`src/rtl/fpu_add_sched.sv`:
```
// fpu_add_sched: shares one combinational single-precision FP adder between
// two requesters. Arbitrates, registers operands (sign of b flipped for
// subtraction), holds them on the adder for LAT cycles, captures the sum and
// returns it with requester id and tag over a valid/ready response channel.
// Optional feature: define FPU_SCHED_RR_EN for round-robin arbitration;
// otherwise requester 0 has fixed priority.
module fpu_add_sched #(
  parameter int unsigned LAT   = 1,
  parameter int unsigned TAG_W = 5
) (
  input  logic             clk,
  input  logic             rst,
  input  logic             req0_valid_i,
  output logic             req0_ready_o,
  input  logic [31:0]      req0_a_i,
  input  logic [31:0]      req0_b_i,
  input  logic             req0_sub_i,
  input  logic [TAG_W-1:0] req0_tag_i,
  input  logic             req1_valid_i,
  output logic             req1_ready_o,
  input  logic [31:0]      req1_a_i,
  input  logic [31:0]      req1_b_i,
  input  logic             req1_sub_i,
  input  logic [TAG_W-1:0] req1_tag_i,
  output logic [31:0]      add_a_o,
  output logic [31:0]      add_b_o,
  input  logic [31:0]      add_z_i,
  output logic             rsp_valid_o,
  input  logic             rsp_ready_i,
  output logic [31:0]      rsp_data_o,
  output logic             rsp_id_o,
  output logic [TAG_W-1:0] rsp_tag_o,
  output logic             busy_o
);

  localparam logic [1:0] IDLE = 2'd0;
  localparam logic [1:0] EXEC = 2'd1;
  localparam logic [1:0] DONE = 2'd2;

`ifdef FPU_SCHED_RR_EN
  localparam logic RR_EN = 1'b1;
`else
  localparam logic RR_EN = 1'b0;
`endif

  localparam logic [3:0] CNT_INIT = 4'(LAT - 1);

  logic [1:0]       state;
  logic [3:0]       cnt;
  logic [31:0]      op_a;
  logic [31:0]      op_b;
  logic [31:0]      res;
  logic [TAG_W-1:0] tag_q;
  logic             id_q;
  logic             last_grant;

  logic             grant;
  logic             accept;
  logic [31:0]      sel_a;
  logic [31:0]      sel_b;
  logic             sel_sub;
  logic [TAG_W-1:0] sel_tag;

  // Arbitration: a lone valid requester always wins; on contention either
  // fixed priority to requester 0 or the one not granted last time.
  always_comb begin
    grant = 1'b0;
    if (req0_valid_i && req1_valid_i)
      grant = RR_EN ? ~last_grant : 1'b0;
    else if (req1_valid_i)
      grant = 1'b1;
  end

  // Handshake and operand selection for the granted requester.
  always_comb begin
    req0_ready_o = (state == IDLE) && !grant && req0_valid_i;
    req1_ready_o = (state == IDLE) &&  grant && req1_valid_i;
    accept       = req0_ready_o || req1_ready_o;
    sel_a        = grant ? req1_a_i   : req0_a_i;
    sel_b        = grant ? req1_b_i   : req0_b_i;
    sel_sub      = grant ? req1_sub_i : req0_sub_i;
    sel_tag      = grant ? req1_tag_i : req0_tag_i;
  end

  // Sequencer: accept -> hold operands LAT cycles -> present result until taken.
  always_ff @(posedge clk) begin
    if (!rst) begin
      state      <= IDLE;
      cnt        <= '0;
      op_a       <= '0;
      op_b       <= '0;
      res        <= '0;
      tag_q      <= '0;
      id_q       <= 1'b0;
      last_grant <= 1'b1;
    end else begin
      case (state)
        IDLE: begin
          if (accept) begin
            op_a       <= sel_a;
            op_b       <= {sel_b[31] ^ sel_sub, sel_b[30:0]};
            tag_q      <= sel_tag;
            id_q       <= grant;
            last_grant <= grant;
            cnt        <= CNT_INIT;
            state      <= EXEC;
          end
        end
        EXEC: begin
          if (cnt == '0) begin
            res   <= add_z_i;
            state <= DONE;
          end else begin
            cnt <= cnt - 4'd1;
          end
        end
        DONE: begin
          if (rsp_ready_i)
            state <= IDLE;
        end
        default: state <= IDLE;
      endcase
    end
  end

  // Registered outputs driven straight from state and holding registers.
  always_comb begin
    add_a_o     = op_a;
    add_b_o     = op_b;
    rsp_valid_o = (state == DONE);
    rsp_data_o  = res;
    rsp_id_o    = id_q;
    rsp_tag_o   = tag_q;
    busy_o      = (state != IDLE);
  end

endmodule

```
`config.mk`:
```
export PLATFORM = sky130hd
export DESIGN_NAME = fpu_add_sched
export DESIGN_NICKNAME = d
export VERILOG_FILES = /design/src/rtl/fpu_add_sched.sv
export SDC_FILE = /design/constraint.sdc
export NUM_CORES = 1
export LEC_CHECK = 0
export ABC_CLOCK_PERIOD_IN_PS = 2000
export CORE_UTILIZATION = 38
export DETAILED_ROUTE_END_ITERATION = 10
export PLACE_DENSITY_LB_ADDON = 0.15
export SLEW_MARGIN = 5
export SYNTH_ARGS = -nofsm -noshare
export SYNTH_HDL_FRONTEND = slang
export SYNTH_SLANG_ARGS = --single-unit
```
`constraint.sdc`:
```
create_clock -name clk -period 2 [get_ports clk]
set_input_delay 0.4 -clock clk [delete_from_list [all_inputs] [get_ports clk]]
set_output_delay 0.4 -clock clk [all_outputs]
set_load 0.01 [all_outputs]
```
==> flow_metrics.tcl, run 1 <==
set metrics [dict create \
    ys_seq_elements 108 \
    final_area_um2 8050 \
    fin_skew_ns 0.00532 \
    syn_nets 689 \
    synthCells 510 \
    grt_max_degree 70 \
    num_io_pins 283 \
    gp_congestion 0.799 \
    clock_latency_ns 0.34 \
    rows 40 \
    rrSetupSlack_ns 0.18 \
    synth_common_cells "108 x dfxtp_1, 105 x a21oi_1, 69 x mux2i_1, 68 x a211oi_1, 34 x nand3_1" \
    grt_pass1_vias 4991 \
    num_vias 4934 \
    yosysSeqAreaShare_pct 45.7 \
    drc 0 \
    nets 944 \
    worst_slew_pin_slew_ns 0.585 \
    critical_path_class "reg -> out" \
    h-tree-depth 3 \
    cp_data_required_time_ns 1.60 \
    reg2reg_from "cnt[0]" \
    cp.arrival_ns 1.47 \
    drtIter0Drc 312 \
    post-place-ws_ns -0.0483 \
    synth_most_common_cell "dfxtp_1" \
    wl_per_cell_um 16.8 \
    grtUsageTotal_pct 24.0 \
    drive_above_1_share_pct 5.60 \
    synth_top_area_share_pct 45.7 \
    end_kind "primary output" \
    max_freq_mhz 535 \
    hold_buffers 0 \
    status "finished clean" \
    cts.sinks 108 \
    hold_path_depth 2 \
    finalHoldViolations 0 \
    fin_crit_ns 1.87 \
    antenna_found_initial 0 \
    min_from "rsp_data_o[28]" \
    avgSynthCellArea_um2 9.27 \
    synth_edf_count 0 \
    powerDensity_nw_per_um2 741 \
    first_pass_iters 4 \
    clk_pin_slew_ns 0.07 \
    ir_worst_vdd_mv 0.354 \
    timing.final.crit_share_pct 93.5 \
    dp_hpwl_um 11400 \
    initial_core_util_pct 39.2 \
    core_um2 12100 \
    synth_area_um2 4730 \
    synth_ff_type "dfxtp_1" \
    die_w_um 114 \
    whs_endpoint "rsp_data_o[28]" \
    root_buffer "clkbuf_16" \
    antenna_cells 0 \
    synthDistinctLibCells 34 \
    max_slew_margin_pct 61.0 \
    grt_pass1_wl_um 24200 \
    vias_per_cell 5.27 \
    numCtsBuffers 9 \
    cts_buffer_depth 2 \
    syn2layout_area_growth_pct 70.3 \
    path_max_fanout 4 \
    cap_violations 0 \
    synth-warning-count 0 \
    async_flop_share_pct 0 \
    drv_slew 0 \
    yosys-top-cells-area "dfxtp_1 46%, mux2i_1 15%, a21oi_1 11%" \
    rsz0062_at_grt "false" \
    worst_r2r_endpoint "rsp_data_o[5]" \
    yosys.area.top_type "dfxtp_1" \
    setup_viol 0 \
    portBuffers 282 \
    worstHoldPathType "reg -> reg" \
    p_leak_nw 3.21 \
    startpoint_type "flop" \
    wirelength_um 15700 \
    dpl_cell_area_um2 7770 \
    fill_cells 1005 \
    grt_remaining_overflow 0 \
    floorplan.die_area_um2 12900 \
    cts_setup_buffers 0 \
    final_antenna_net_count 0 \
    setup_slack_ns 0.131 \
    die_h_um 114 \
    r2r_cells 5 \
    cts_tree "yes" \
]
[worst max-delay path: stages (launching register included)]
cell             delay (ns)
dfxtp_2                0.38
nor2b_2                0.17
clkdlybuf4s50_1        0.57
[cells in the final DEF, fill, tap and decap left out, drive strengths merged]
cell and count:
a211oi 68, a21oi 105, a22oi 1, and2 1, buf 18, bufinv 1, clkbuf 11, clkdlybuf4s50 279
clkinv 2, dfxtp 108, dlygate4sd2 1, dlymetal6s2s 2, ha 2, inv 6, mux2i 69, nand2 1
nand2b 2, nand3 34, nor2 6, nor2b 2, nor3 1, nor3b 1, o21a 1, o21ai 35
o221ai 2, o22ai 1, or2 1, or3 2, or3b 1, or4 2, xor2 2
[kinds of logic (layout without fill, tap and decap cells)]
kind of cell,count (synthesis),count (layout),synth area share (%)
xor+xnor,2,2,0.371
buf+inv,62,320,6.06
fa+ha+maj,2,2,0.529
simple gates,54,54,6.25
compound gates,213,213,26.4
mux,69,69,14.6
flops,108,108,45.7
[layout make-up]
cell class | instances | area (um2) | area share, %
repair buffers | 300 | 3070 | 38.2
multi-input cells | 340 | 2310 | 28.6
flip-flops and latches | 108 | 2160 | 26.9
clock buffers | 11 | 233 | 2.89
well taps | 168 | 210 | 2.61
clock inverters | 3 | 40.0 | 0.497
inverters | 6 | 22.5 | 0.280
[layer usage]
metal	global-route usage [%]	vias up	share of wire [%]
met1	25.6	2321	38
met4	9.39	0	2.5
met3	7.70	30	7.3
li1	-	2393	-
met5	0	-	0
met2	43.8	190	52
[power by group]
part / switching [mW] / total [mW] / leakage (nW) / internal (mW)
clock: 0.762 / 1.72 / 0.135 / 0.955
combinational: 0.747 / 1.74 / 2.18 / 0.994
sequential: 0.125 / 2.51 / 0.893 / 2.38
[how the worst max path moves through the flow]
stage / from / endpoint / slack [ns] / cells after the start
detailed placement: req1_valid_i / add_a_o[17] / -0.05 / 6
CTS: state[0] / req0_ready_o / 0.002 / 3
global route: cnt[0] / rsp_data_o[25] / 0.03 / 5
finish: state[1] / rsp_valid_o / 0.13 / 2
global placement: req1_valid_i / req1_ready_o / -0.02 / 4
floorplan: cnt[0] / rsp_data_o[24] / 0.54 / 6
[through the flow]
| step | util, % | std cells | TNS [ns] | hold slack (ns) | total power, mW |
|---|---|---|---|---|---|
| floorplan | - | 510 | 0 | 0.462 | 3.27 |
| global placement | 64.4 | 922 | -0.0243 | 0.459 | 4.26 |
| detailed placement | 64.4 | 922 | -0.0975 | 0.469 | 4.30 |
| CTS | 66.7 | 936 | 0 | 0.475 | 6.00 |
| global route | 66.7 | 936 | 0 | 0.501 | 6.26 |
| finish | 66.7 | 936 | 0 | 0.477 | 5.97 |
[state kept, by name, summed over array words and instances (netlist names)]
signal	cells
rsp_tag_o	5
add_b_o	32
state	2
rsp_data_o	32
add_a_o	32
rsp_id_o	1
cnt	4
[what timing repair did]
item,CTS,global route
gates resized for setup,2,5
endpoints found under the setup margin,3,30
pin swaps,1,1
Note: power is estimated with default switching activity, not from simulation.
==> run 2: changes to the inputs <==
Settings changed: CORE_ASPECT_RATIO from default to 1.1.
==> flow_metrics.tcl, run 2 (synthesis gave the netlist of run 1 again) <==
set metrics [dict create \
    cts_buffer_depth 2 \
    cp.arrival_ns 1.49 \
    finalHoldViolations 0 \
    cp_cell_sequence "nor2_4 > inv_2 > clkdlybuf4s50_1" \
    r2r_cells 5 \
    grt_remaining_overflow 0 \
    clock_latency_ns 0.34 \
    reg2reg_from "state[0]" \
    crit_path_start "state[0]" \
    cts_tree "yes" \
    worst_slew_pin_slew_ns 0.730 \
    ir_worst_vdd_mv 0.401 \
    first_pass_iters 4 \
    rsz0062_at_grt "false" \
    holdWs_ns 0.474 \
    antenna_found_initial 0 \
    setup_viol 0 \
    hold_buffers 0 \
    syn2layout_area_growth_pct 71.0 \
    floorplan.die_area_um2 12900 \
    wl_per_cell_um 16.5 \
    status "finished clean" \
    antenna_cells 0 \
    grt_pass1_vias 4944 \
    grtUsageTotal_pct 23.8 \
    p_leak_nw 3.21 \
    end_kind "primary output" \
    die_h_um 119 \
    h-tree-depth 3 \
    cp-endpoint "busy_o" \
    numCtsBuffers 9 \
    grt_pass1_wl_um 24100 \
    root_buffer "clkbuf_16" \
    dp_cells 910 \
    powerDensity_nw_per_um2 752 \
    core_um2 12100 \
    dp_hpwl_um 11300 \
    rrSetupSlack_ns 0.22 \
    final_antenna_net_count 0 \
    cap_violations 0 \
    nets 947 \
    die_w_um 108 \
    rows 42 \
    clk_pin_slew_ns 0.07 \
    worst_r2r_endpoint "add_a_o[23]" \
    crit_slowest_cell "clkdlybuf4s50_1" \
    drv_slew 0 \
    max_slew_margin_pct 51.3 \
    timing.final.crit_share_pct 94.7 \
    drtIter0Drc 317 \
    fin_cells 926 \
    startpoint_type "flop" \
    gp_congestion 0.778 \
    critPathMaxStageDelay_ns 0.56 \
    drc 0 \
    mostFrequentLayoutCell "clkdlybuf4s50_1" \
    portBuffers 282 \
    fin_skew_ns 0.00514 \
    fin_crit_ns 1.89 \
    cp_data_required_time_ns 1.60 \
    critical_path_class "reg -> out" \
    max_freq_mhz 528 \
    drive_above_1_share_pct 5.83 \
    worstHoldPathType "reg -> reg" \
    most-common-layout-cells "280 x clkdlybuf4s50_1, 106 x dfxtp_1, 105 x a21oi_1" \
    path_max_fanout 6 \
    num_io_pins 283 \
    num_vias 4868 \
    cts.sinks 108 \
    vias_per_cell 5.26 \
    initial_core_util_pct 39.1 \
    wirelength_um 15300 \
    grt_max_degree 70 \
]
-- run 2: changes by cell type in the layout (fill, tap and decap cells not counted), sizes merged --
cell,change
buf,+3
bufinv,+1
clkdlybuf4s50,+1
clkinv,-1
clkinvlp,+2
dlygate4sd2,+1
dlymetal6s2s,-2
inv,-1
-- run 2: area by class of cell --
| class | instances | area, um2 |
|---|---|---|
| clock buffer | 11 | 233 |
| clock inverter | 4 | 75.1 |
| fill | 1009 | 4000 |
| inverter | 6 | 23.8 |
| multi-input combinational | 340 | 2300 |
| sequential | 108 | 2160 |
| tap | 154 | 193 |
| timing repair buffer | 303 | 3090 |
-- run 2: metrics by stage --
stage / setup WS (ns) / utilization, % / power (mW) / cell area (um2) / TNS, ns
after floorplan: 0.544 / - / 3.27 / 4730 / 0
after global placement: -0.00507 / 64.3 / 4.26 / 7770 / -0.00507
after detailed placement: -0.0442 / 64.3 / 4.29 / 7770 / -0.0713
after CTS: 0.0333 / 66.9 / 6.14 / 8080 / 0
after global routing: 0.0309 / 66.9 / 6.38 / 8080 / 0
final: 0.107 / 66.9 / 6.07 / 8080 / 0
-- run 2: per-layer routing --
metal	GRT usage [%]	vias up	routed length, um
li1	-	2417	-
met1	24.8	2225	5730
met2	43.9	200	7890
met3	6.19	26	1210
met4	10.5	0	447
met5	0	-	0
-- run 2: worst max-delay path, delay by kind of cell (launching register included) --
family / cells / cell delay, ns
buffers and inverters: 2 / 0.69
and+or+nand+nor: 1 / 0.07
DFF: 1 / 0.39
-- run 2: worst min path at each step --
stage,from,endpoint,slack (ns),cells past startpoint
5_1_grt,rsp_data_o[20],rsp_data_o[20],0.50,2
6_report,add_b_o[31],add_b_o[31],0.47,2
4_1_cts,rsp_data_o[28],rsp_data_o[28],0.48,2
2_1_floorplan,cnt[0],cnt[0],0.46,2
3_3_place_gp,add_b_o[31],add_b_o[31],0.46,2
3_5_place_dp,add_b_o[31],add_b_o[31],0.46,2
-- run 2: repair_timing --
action,CTS,global route
resized for setup,3,1
endpoints found under the hold margin,0,0
gates cloned,0,0
pin swaps,1,0
endpoints found under the setup margin,2,2
setup buffers,1,0
-- run 2: where the power goes --
group / internal, mW / leakage, nW / switching [mW]
clock network: 1.09 / 0.142 / 0.739
logic: 0.992 / 2.18 / 0.743
registers: 2.38 / 0.893 / 0.126
==> run 3: changes to the inputs <==
Settings changed: ABC_CLOCK_PERIOD_IN_PS 2000 to 2300, CORE_ASPECT_RATIO 1.1 to default, CORE_UTILIZATION 38 to 41.
Clock period 2 ns to 2.3 ns, I/O delays scaled along.
==> flow_metrics.tcl, run 3 (synthesis gave the netlist of run 1 again) <==
set metrics [dict create \
    p_sw_mw 1.46 \
    p_leak_nw 3.18 \
    hold_buffers 0 \
    nets 943 \
    antenna_found_initial 0 \
    holdWs_ns 0.475 \
    setup_viol 0 \
    finalHoldViolations 0 \
    timing.final.crit_share_pct 97.9 \
    drc 0 \
    startpoint_type "input port" \
    fin_setup_tns_ns 0 \
    antenna_cells 0 \
    r2r_cells 5 \
    fin_total_pwr_mw 5.36 \
    final_area_um2 7990 \
    cts_setup_buffers 0 \
    floorplan.die_area_um2 12000 \
    worst_slew_pin_slew_ns 0.969 \
    portBuffers 282 \
    core_um2 11000 \
    rows 38 \
    cts_tree "yes" \
    vias_per_cell 5.41 \
    grt_pass1_wl_um 23500 \
    most-common-layout-cells "282 x clkdlybuf4s50_1, 108 x dfxtp_1, 105 x a21oi_1" \
    max_freq_mhz 444 \
    cts.sinks 108 \
    mostFrequentLayoutCell "clkdlybuf4s50_1" \
    gp_congestion 0.756 \
    reg2reg_from "cnt[0]" \
    drv_slew 0 \
    syn2layout_area_growth_pct 69.0 \
    fin_crit_ns 2.25 \
    powerDensity_nw_per_um2 671 \
    cp_cell_sequence "clkdlybuf4s50_1 > nand2b_4 > nor2_1 > clkdlybuf4s50_1" \
    die_w_um 109 \
    initial_core_util_pct 42.9 \
    fin_skew_ns 0.00632 \
    ir_worst_vdd_mv 0.336 \
    crit_top_cell "clkdlybuf4s50_1" \
    clk_pin_slew_ns 0.06 \
    first_pass_iters 5 \
    cap_violations 0 \
    num_vias 4919 \
    fin_cells 909 \
    path_max_fanout 3 \
    drive_above_1_share_pct 5.46 \
    worst_r2r_endpoint "rsp_data_o[24]" \
    min_from "rsp_data_o[4]" \
    dp_cells 893 \
    dp_hpwl_um 11500 \
    critical_path_class "in -> out" \
    wl_per_cell_um 17.2 \
    clkPwrFrac_pct 31.3 \
    combPwrFrac_pct 28.0 \
    wirelength_um 15700 \
    root_buffer "clkbuf_16" \
    whs_endpoint "rsp_data_o[4]" \
    status "finished clean" \
    rsz0062_at_grt "false" \
    max_slew_margin_pct 35.4 \
    cts_buffer_depth 2 \
    power.share.switching_pct 27.2 \
    pwr-share-seq_pct 40.6 \
    critPathMaxStageDelay_ns 0.58 \
    worstHoldPathType "reg -> reg" \
    grt_remaining_overflow 0 \
    end_kind "primary output" \
    p_int_mw 3.91 \
    clock_latency_ns 0.35 \
    grtUsageTotal_pct 25.5 \
    drtIter0Drc 262 \
    final_antenna_net_count 0 \
    cts-resized-gates 0 \
    grt_max_degree 64 \
    num_io_pins 283 \
    dpl_cell_area_um2 7660 \
    grt_pass1_vias 4779 \
    hold_path_depth 2 \
    crit_slowest_cell "clkdlybuf4s50_1" \
    rrSetupSlack_ns 0.36 \
    h-tree-depth 3 \
    die_h_um 109 \
    cp.arrival_ns 1.79 \
    cp_data_required_time_ns 1.84 \
    numCtsBuffers 9 \
]
run 3: cell count changes in the layout (fill, tap and decap cells not counted), sizes merged:
cell,before,now
buf,21,17
clkbuf,11,10
clkdlybuf4s50,280,282
clkinv,1,2
clkinvlp,2,1
dlygate4sd2,2,0
inv,5,7
run 3: through the flow:
stage / util, % / setup WS (ns)
2_1_floorplan: - / 0.744
3_3_place_gp: 69.5 / 0.0302
3_5_place_dp: 69.5 / 0.0596
4_1_cts: 72.4 / 0.0595
5_1_grt: 72.4 / 0.000638
6_report: 72.4 / 0.0479
run 3: worst max path at each step:
stage | from | end | slack, ns | cells past startpoint
CTS | req0_valid_i | req1_ready_o | 0.06 | 4
global route | req0_valid_i | req1_ready_o | 0.0006 | 4
finish | req0_valid_i | req1_ready_o | 0.05 | 4
global placement | req0_valid_i | req1_ready_o | 0.03 | 4
floorplan | req0_valid_i | req1_ready_o | 0.74 | 4
detailed placement | req0_valid_i | req1_ready_o | 0.06 | 4
run 3: power by group through the flow:
stage	logic [mW]	clock network (mW)	registers (mW)
2_1_floorplan	0.537	0	2.30
3_3_place_gp	1.48	0	2.21
3_5_place_dp	1.51	0	2.22
4_1_cts	1.52	1.69	2.18
5_1_grt	1.61	1.79	2.20
6_report	1.50	1.68	2.18
run 3: final cells by class:
class	count	area (um2)
Sequential cell	108	2160
Inverter	6	22.5
Timing Repair Buffer	299	3000
Clock inverter	6	86.3
Tap cell	140	175
Fill cell	863	3040
Clock buffer	10	239
Multi-Input combinational cell	340	2300
run 3: layer usage:
metal  vias to the layer above  global-route usage (%)  routed length, um
li1                       2402                       -                  -
met1                      2301                    29.0               6040
met2                       184                    45.0               8050
met3                        32                    5.99               1080
met4                         0                    11.9                483
met5                         -                       0                  0
run 3: worst max-delay path, delay by kind of cell:
| family | cells | cell delay [ns] |
|---|---|---|
| buf+inv | 2 | 1.06 |
| simple gates | 2 | 0.27 |
